`src/rtl/led_sweep_pkg.sv`:
```
// Shared definitions for the LED sweeper: mode encoding, direction encoding
// and a width helper used by the sweeper and its prescaler.
package led_sweep_pkg;

  typedef enum logic [1:0] {
    MODE_BOUNCE = 2'b00,
    MODE_ROT_L  = 2'b01,
    MODE_ROT_R  = 2'b10,
    MODE_FREEZE = 2'b11
  } mode_e;

  localparam logic DIR_UP   = 1'b0;
  localparam logic DIR_DOWN = 1'b1;

  // Bits needed to hold 0..n-1, never less than one bit.
  function automatic int width_of(input int n);
    return (n > 1) ? $clog2(n) : 1;
  endfunction

endpackage

```
`src/rtl/led_sweeper_strobe_div.sv`:
```
// Enable-gated prescaler: emits a one-cycle strobe on every CLK_DIV-th
// enabled cycle. With CLK_DIV=1 the strobe is simply i_en.
module strobe_div
  import led_sweep_pkg::*;
#(
  parameter int CLK_DIV = 1
) (
  input  logic i_clk,
  input  logic i_reset_n,
  input  logic i_en,
  output logic o_stb
);

  localparam int CW = width_of(CLK_DIV);
  localparam logic [CW-1:0] LAST = CW'(CLK_DIV - 1);

  if (CLK_DIV < 1) begin : g_bad_clk_div
    $error("strobe_div: CLK_DIV must be >= 1");
  end

  logic [CW-1:0] cnt_q, cnt_d;

  assign o_stb = i_en && (cnt_q == LAST);

  // NOTE: every variable driven here gets a default first, so no path can
  // leave it unassigned and infer a latch.
  always_comb begin
    cnt_d = cnt_q;
    if (o_stb) begin
      cnt_d = '0;
    end else if (i_en) begin
      cnt_d = cnt_q + CW'(1);
    end
  end

  // NOTE: state registers use non-blocking assignments so every flop samples
  // the pre-edge values, independent of statement order.
  always_ff @(posedge i_clk or negedge i_reset_n) begin
    if (!i_reset_n) begin
      cnt_q <= '0;
    end else begin
      cnt_q <= cnt_d;
    end
  end

endmodule

```
`src/rtl/led_sweeper.sv`:
```
// One-hot LED pattern generator: bounce / rotate-left / rotate-right / freeze
// sweep with a prescaled step rate, position/direction outputs and a wrap pulse.
module led_sweeper
  import led_sweep_pkg::*;
#(
  parameter int NLEDS   = 8,
  parameter int CLK_DIV = 1,
  parameter int PW      = width_of(NLEDS)
) (
  input  logic             i_clk,
  input  logic             i_reset_n,
  input  logic             i_en,
  input  logic [1:0]       i_mode,
  output logic [NLEDS-1:0] o_led,
  output logic [PW-1:0]    o_pos,
  output logic             o_dir,
  output logic             o_wrap
);

  localparam logic [PW-1:0]    LAST = PW'(NLEDS - 1);
  localparam logic [NLEDS-1:0] ONE  = NLEDS'(1);

  if (NLEDS < 2) begin : g_bad_nleds
    $error("led_sweeper: NLEDS must be >= 2");
  end

  logic             stb;
  logic [PW-1:0]    pos_q, pos_d;
  logic             dir_q, dir_d;
  logic [NLEDS-1:0] led_q, led_d;
  logic             wrap_q, wrap_d;
  logic             eff_dir;

  strobe_div #(
    .CLK_DIV(CLK_DIV)
  ) u_strobe_div (
    .i_clk    (i_clk),
    .i_reset_n(i_reset_n),
    .i_en     (i_en),
    .o_stb    (stb)
  );

  always_comb begin
    pos_d   = pos_q;
    dir_d   = dir_q;
    wrap_d  = 1'b0;
    eff_dir = dir_q;
    if (stb) begin
      case (mode_e'(i_mode))
        MODE_BOUNCE: begin
          // Ends force the direction, so entering bounce at an end turns
          // around on the very first step.
          if (pos_q == '0) begin
            eff_dir = DIR_UP;
          end else if (pos_q == LAST) begin
            eff_dir = DIR_DOWN;
          end
          pos_d  = (eff_dir == DIR_DOWN) ? pos_q - PW'(1) : pos_q + PW'(1);
          dir_d  = eff_dir;
          wrap_d = (eff_dir == DIR_DOWN) && (pos_q == PW'(1));
        end
        MODE_ROT_L: begin
          pos_d  = (pos_q == LAST) ? '0 : pos_q + PW'(1);
          dir_d  = DIR_UP;
          wrap_d = (pos_q == LAST);
        end
        MODE_ROT_R: begin
          pos_d  = (pos_q == '0) ? LAST : pos_q - PW'(1);
          dir_d  = DIR_DOWN;
          wrap_d = (pos_q == '0);
        end
        default: begin
          // Freeze: the tick is consumed with no movement.
        end
      endcase
    end
    led_d = ONE << pos_d;
  end

  always_ff @(posedge i_clk or negedge i_reset_n) begin
    if (!i_reset_n) begin
      pos_q  <= '0;
      dir_q  <= DIR_UP;
      led_q  <= ONE;
      wrap_q <= 1'b0;
    end else begin
      pos_q  <= pos_d;
      dir_q  <= dir_d;
      led_q  <= led_d;
      wrap_q <= wrap_d;
    end
  end

  assign o_led  = led_q;
  assign o_pos  = pos_q;
  assign o_dir  = dir_q;
  assign o_wrap = wrap_q;

endmodule
```
`config.mk`:
```
export PLATFORM = sky130hd
export DESIGN_NAME = led_sweeper
export DESIGN_NICKNAME = d
export VERILOG_FILES = /design/src/rtl/led_sweep_pkg.sv /design/src/rtl/led_sweeper_strobe_div.sv /design/src/rtl/led_sweeper.sv
export SDC_FILE = /design/constraint.sdc
export NUM_CORES = 1
export LEC_CHECK = 0
export CAP_MARGIN = 5
export CORE_ASPECT_RATIO = 1.25
export CORE_MARGIN = 3
export CORE_UTILIZATION = 52
export CTS_CLUSTER_DIAMETER = 40
export DETAILED_ROUTE_END_ITERATION = 8
export PLACE_DENSITY = 0.81
export REMOVE_ABC_BUFFERS = 1
export SYNTH_ARGS = -nofsm -noshare
export SYNTH_HDL_FRONTEND = slang
export SYNTH_SLANG_ARGS = --single-unit
```
`constraint.sdc`:
```
create_clock -name i_clk -period 4.6 [get_ports i_clk]
set_input_delay 0.92 -clock i_clk [delete_from_list [all_inputs] [get_ports i_clk]]
set_output_delay 0.92 -clock i_clk [all_outputs]
set_load 0.1 [all_outputs]
```
---- Word level (Yosys, flattened, before mapping) ----
Index checks and enable logic that the tools add are counted.
word-level totals
  output and inout port bits .............. 13
  logic and storage cells ................. 35
  memories kept ........................... 0
  ROM bits ................................ 0
  bits in latches ......................... 0
  register bits after elaboration ......... 14
  input port bits ......................... 5
  bits in writable memories ............... 0
operators by class
  multiply operators ...................... 0
  reduce and logical (&&, ||, !) cells .... 7
  divide/modulo/power cells ............... 0
  order comparisons ....................... 0
  bitwise gates (word level) .............. 1
  eq/ne operators ......................... 4
  shift-type cells ........................ 1
  mux-type cells .......................... 14
  add/subtract/negate cells ............... 3
operators with widths
  cell                                               count
  2-to-1 mux 3 bit                                   4
  case mux 3 bit (3 select lines)                    1
  left shift 1 x 3 -> 8 bit (first input constant)   1
  2-to-1 mux 1 bit                                   7
  case mux 1 bit (3 select lines)                    2
  adder 3 x 1 -> 3 bit (second input constant)       1
  == test 3 x 1 -> 1 bit (second input constant)     1
  == test 3 bit (second input constant)              1
  logical NOT 3 bit                                  1
  nonzero test 3 bit                                 1
  subtractor 3 x 1 -> 3 bit (second input constant)  1
  == test 2 x 1 -> 1 bit (second input constant)     1
  == test 2 bit (second input constant)              1
  logical AND 1 bit                                  2
  logical NOT 2 bit                                  1
  AND reduction 2 bit                                1
  nonzero test 2 bit                                 1
  adder 1 bit (second input constant)                1
  inverter 1 bit                                     1

---- Depth between registers and ports, before layout ----
  word-level depth ........................ 9
  depth in mapped cells ................... 8
  mapped depth without buffers ............ 8

---- By module ----
Synthesis repeated with hierarchy kept, for this count alone.
unflattened totals
  cell total of the unflattened synthesis .. 77
  area, all modules ....................... 804.5 um2
modules (own cells, without submodules)
  module       sequential area each (um2)  times used  cells each  area an instance (um2)
  led_sweeper  326.6                       1           74          764.5
  strobe_div   25.0                        1           3           40.0

---- Least setup slack after synthesis ----
Ideal clock, no wire load.
  path kind ............................... register -> register
  start ................................... reg pos_q[0] (netlist: o_pos[0])
  end ..................................... reg led_q[4] (netlist: o_led[4])
  library setup time ...................... 66 ps
  data required time ...................... 4534 ps
  clock period less this slack ............ 2428 ps
  path slack .............................. 2172 ps
  stages on the path, launching flop included .. 8
  buffers on the path ..................... 0
  data arrival time ....................... 2363 ps
  cell sequence ........................... dfrtp_1 -> inv_1 -> ha_1 -> nand2b_4 -> nor3b_1 -> o21ai_1 -> a31oi_4 -> and3_2
on the way
  word-level cells in the longest chain between the ends .. 9
  elaborated cells between the ends (all ways) .. 14
  those cells by class .................... add/sub: 2; eq/ne: 1; shift: 1; mux: 9; reduce/logical: 1
RTL lines
  element                              RTL line                              RTL
  start, declared                      led_sweeper.sv:28                     logic [PW-1:0] pos_q, pos_d;
  start signal, assigned               led_sweeper.sv:87                     pos_q <= pos_d;
  == test 3 bit                        led_sweeper.sv:55, led_sweeper.sv:63
  2-to-1 mux 1 bit                     led_sweeper.sv:55                     end else if (pos_q == LAST) begin
  2-to-1 mux 1 bit                     led_sweeper.sv:53                     if (pos_q == '0) begin
  2-to-1 mux 1 bit                     led_sweeper.sv:49                     case (mode_e'(i_mode))
  2-to-1 mux 1 bit                     led_sweeper.sv:48                     if (stb) begin
  2-to-1 mux 3 bit                     led_sweeper.sv:58                     pos_d = (eff_dir == DIR_DOWN) ? pos_q - PW'(1) : pos_q + PW'(1);
  case mux 3 bit (3 select lines) (*)  led_sweeper.sv:49
  2-to-1 mux 3 bit (*)                 led_sweeper.sv:48
  via pos_d[2]                         led_sweeper.sv:28
  left shift 1 x 3 -> 8 bit (*)        led_sweeper.sv:77                     led_d = ONE << pos_d;
  via led_d[4]                         led_sweeper.sv:30                     logic [NLEDS-1:0] led_q, led_d;
  end signal, assigned                 led_sweeper.sv:89                     led_q <= led_d;
  end, declared                        led_sweeper.sv:30
The timed path passes the listed nets; every way through them passes the cells marked *. The select of a mux whose other input is x is not followed.
A chain may end at the register's enable or synchronous reset.

---- Worst setup path in the final report ----
  start ................................... reg pos_q[2] (netlist: o_pos[2])
  end ..................................... out o_pos[2]
RTL lines
  element        RTL line           RTL
  end, declared  led_sweeper.sv:15  output logic [PW-1:0] o_pos,
No word-level cell between the ends.

==> results_tabular.tex <==
\begin{tabular}{lr}
\hline
Metric & Value \\
\hline
\multicolumn{2}{l}{\textbf{Logic synthesis}} \\
\quad Number of distinct library cells after synthesis & 34 \\
\quad Average cell area after synthesis & roughly 11 sq um \\
\quad Library cell with the largest summed area after synthesis & dfrtp\_1 \\
\quad Number of cells produced by synthesis & 76 \\
\quad Sequential cell area fraction in the yosys report & between 40\% and 50\% \\
\quad Top area cells in the synthesized netlist & dfrtp\_1 38\%, ha\_1 13\%, dfstp\_2 3.1\% \\
\quad Flops \& latches, synth & 14 \\
\quad Top cell type's share of synthesized area & approximately 38\% \\
\quad Total standard cell area after synthesis & approximately 850 sq um \\
\quad Yosys warnings & 0 \\
\multicolumn{2}{l}{\textbf{STA}} \\
\quad Achievable frequency & roughly 0.34 GHz \\
\quad Final-report max-slew violation count & 0 \\
\quad Final-report hold violation count & 0 \\
\quad Post-Route Setup TNS & 0 ns \\
\quad Hold\_ws & $\sim$0.57 ns \\
\quad Final critical delay including setup and external delays & a little under 3 ns \\
\quad RSZ-0062 raised after global routing & no \\
\quad Final setup slack of the worst path & around 1.7 ns \\
\quad Final Cycle Share & between 60\% and 70\% \\
\quad Actual slew at the worst max-slew pin & around 1 ns \\
\quad Rel. slew slack & 34.5\% \\
\quad \# setup viols final & 0 \\
\quad Final worst clock skew & roughly 0.007 ns \\
\multicolumn{2}{l}{\textbf{Setup path}} \\
\quad CP Data Arrival Time & 2.02 ns \\
\quad Number of buffer and inverter stages on the critical path & 1 \\
\quad Kind of capture point of the worst setup path & output pin \\
\quad Worst setup path endpoint & o\_pos[2] \\
\quad Worst reg2reg path endpoint & o\_led[5] \\
\quad Setup crit start & o\_pos[2] \\
\quad Critical Path RT & 3.68 ns \\
\quad Standard cell with the maximum stage delay on the critical path & clkdlybuf4s50\_1 \\
\quad FF-to-FF setup slack & roughly 2.6 ns \\
\quad Critical path start-end classification & flip-flop to output pin \\
\quad Maximum cell stage delay along the critical path & between 1 and 1.5 ns \\
\quad FF-to-FF Start & o\_pos[0] \\
\quad Startpoint types & flip-flop \\
\quad Stages on worst setup path & 1 \\
\quad Cell family with the largest share of critical-path delay & buffers and inverters \\
\quad Crit path cell chain & clkdlybuf4s50\_1 \\
\quad Number of cells traversed by the worst register-to-register path & 7 \\
\quad Critical-path maximum fanout & 11 \\
\multicolumn{2}{l}{\textbf{Clocking}} \\
\quad Root Buffer & clkbuf\_4 \\
\quad Largest buffer count on any clock path & 2 \\
\quad H-tree depth & 1 \\
\quad Post-CTS setup buffer count & 0 \\
\quad Clock edge transition at the registers on the reported setup and hold paths & roughly 0.09 ns \\
\quad Sinks on Clock Net & 14 \\
\quad Clock tree from TritonCTS & yes \\
\quad Post-cts resize count & 0 \\
\quad Post-cts hold buffer count & 0 \\
\quad Clock latency reported for the late side of the worst-skew pair & about 0.28 ns \\
\quad Clock buffer count from CTS & 3 \\
\multicolumn{2}{l}{\textbf{Power and ir drop}} \\
\quad Static power due to leakage & roughly 0.50 nW \\
\quad Pwr per Cell Area & 671 nW/um\^{}2 \\
\quad Post-layout total power & a little over 700 uW \\
\quad Worst IR drop on VDD & 0.458 mV \\
\multicolumn{2}{l}{\textbf{Layout}} \\
\quad Area growth, synth to finish & 26.0\% \\
\quad Fraction of final layout cells with drive strength greater than 1 & 18.8\% \\
\quad FF+latch area & roughly 350 sq um \\
\quad Antenna diode count & 0 \\
\quad Count of fill cells added during filler insertion & about 100 \\
\quad Total area of multi-input combinational cells & roughly 460 sq um \\
\quad Leading cell type in the layout, fill and taps excluded & clkdlybuf4s50\_1 \\
\quad Final \#Nets & $\sim$110 \\
\quad Most used cells in the layout excluding fill and tap cells & 17 x clkdlybuf4s50\_1, 13 x dfrtp\_1, 9 x ha\_1, 6 x inv\_1, 5 x nor2\_1 \\
\multicolumn{2}{l}{\textbf{Die}} \\
\quad I/O Pins & 18 \\
\quad Total number of placement rows & 15 \\
\quad Die Y-Extent & around 51 microns \\
\quad Die extent in x & 42.1 microns \\
\quad Initial cell density of the core & between 50\% and 60\% \\
\quad Area of the core & 1450 sq um \\
\quad Die outline area & between 2000 and 2500 sq um \\
\multicolumn{2}{l}{\textbf{Global routing}} \\
\quad Congestion Overflow GR & 0 \\
\quad Number of antenna violations at the first check in global routing & 0 \\
\quad Global-route wire length before repair & roughly 2900 microns \\
\quad Pin count of the biggest net entering global routing & 15 \\
\quad Number of global-route vias before repair & $\sim$650 \\
\quad Combined global-route utilization of all metal layers & 17.8\% \\
\multicolumn{2}{l}{\textbf{Drt}} \\
\quad WL/cell & about 14 microns \\
\quad DRT Pass-1 Iters & 4 \\
\quad Post-DR vias/cell & between 5 and 6 \\
\quad Total via count after detailed routing & slightly above 600 \\
\quad DR iter-0 viols & 13 \\
\quad Number of nets still failing antenna checks after routing & 0 \\
\quad Detailed-route wire length & $\sim$1600 microns \\
\quad DRC violation count after routing & 0 \\
\multicolumn{2}{l}{\textbf{Worst hold path}} \\
\quad Hold Path Class & flip-flop to flip-flop \\
\quad Worst hold path startpoint & u\_strobe\_div.cnt\_q \\
\multicolumn{2}{l}{\textbf{Place}} \\
\quad Dpl hpwl & roughly 1300 microns \\
\quad Buffers added on ports & 17 \\
\quad RePlAce Congestion & roughly 0.79 \\
\quad Worst-case setup slack after placement & 1.79 ns \\
\multicolumn{2}{l}{\textbf{Run}} \\
\quad Max-cap violations & 0 \\
\multicolumn{2}{l}{\textbf{Outcome}} \\
\quad Result of the run & complete, no violations \\
\hline
\end{tabular}
## flip-flops by register name, summed over array words and instances (netlist names)
name / count
o_led: 8
o_dir: 1
o_pos: 3
o_wrap: 1
u_strobe_div.cnt_q: 1
## cell usage after synthesis
library cell	instances
nor3_2	1
nand2b_4	1
dfrtp_1	13
xor2_1	1
a31oi_4	1
a31oi_1	1
a211oi_2	1
nor2b_1	2
a21boi_1	1
nand3b_4	1
nand3_1	2
nand2_1	2
inv_4	1
nor3b_4	1
o22a_4	1
inv_1	6
nand2b_1	2
o22ai_2	1
nand4b_1	1
and3_1	2
nor3_1	4
o21ai_0	2
nor3b_1	1
o21ai_1	2
and3_2	2
nor2_1	5
buf_4	1
ha_1	9
dfstp_2	1
a21oi_2	1
nand2_4	1
a21oi_1	3
xnor2_1	1
a21o_1	1
## final cells by class
| type | instances | share of cell area, % |
|---|---|---|
| clock buffer | 4 | 3.40 |
| multi-input combinational | 54 | 43.0 |
| sequential | 14 | 33.0 |
| timing repair buffer | 17 | 16.0 |
| tap | 17 | 2.00 |
| inverter | 7 | 2.70 |
## worst min-delay path by stage
stage,to,cells past startpoint
after floorplan,u_strobe_div.cnt_q,1
after global placement,u_strobe_div.cnt_q,1
after detailed placement,u_strobe_div.cnt_q,1
after CTS,u_strobe_div.cnt_q,1
after global routing,u_strobe_div.cnt_q,1
final,u_strobe_div.cnt_q,1
## where the power goes
part,switching (mW),internal [mW]
registers,0.0301,0.152
logic,0.322,0.123
clock network,0.0392,0.0481
## layer usage
metal / vias up / share of wire, % / wire (microns) / GRT usage, %
li1: 305 / - / - / -
met5: - / 0 / 0 / 0
met3: 2 / 6.5 / 107 / 4.58
met1: 283 / 40 / 655 / 19.0
met2: 24 / 53 / 867 / 32.5
met4: 0 / 0.37 / 6 / 8.29
## stage by stage
stage	util [%]	std cells	instance area, sq um
6_report	73.8	113	1070
5_1_grt	73.8	113	1070
4_1_cts	73.8	113	1070
3_5_place_dp	71.3	109	1030
3_3_place_gp	71.3	109	1030
2_1_floorplan	-	75	838
## logic make-up (layout without fill, tap and decap cells)
logic type               count (synthesis)  in the layout  synth area share [%]
XOR/XNOR                                 2              2                  2.07
flip-flops                              14             14                  41.6
AND/OR/NAND/NOR                         28             28                  23.5
buffers and inverters                    8             28                  4.29
adder cells (fa/ha/maj)                  9              9                  13.3
AO/OA/AOI/OAI                           15             15                  15.2
Note: power is estimated with default switching activity, not from simulation.
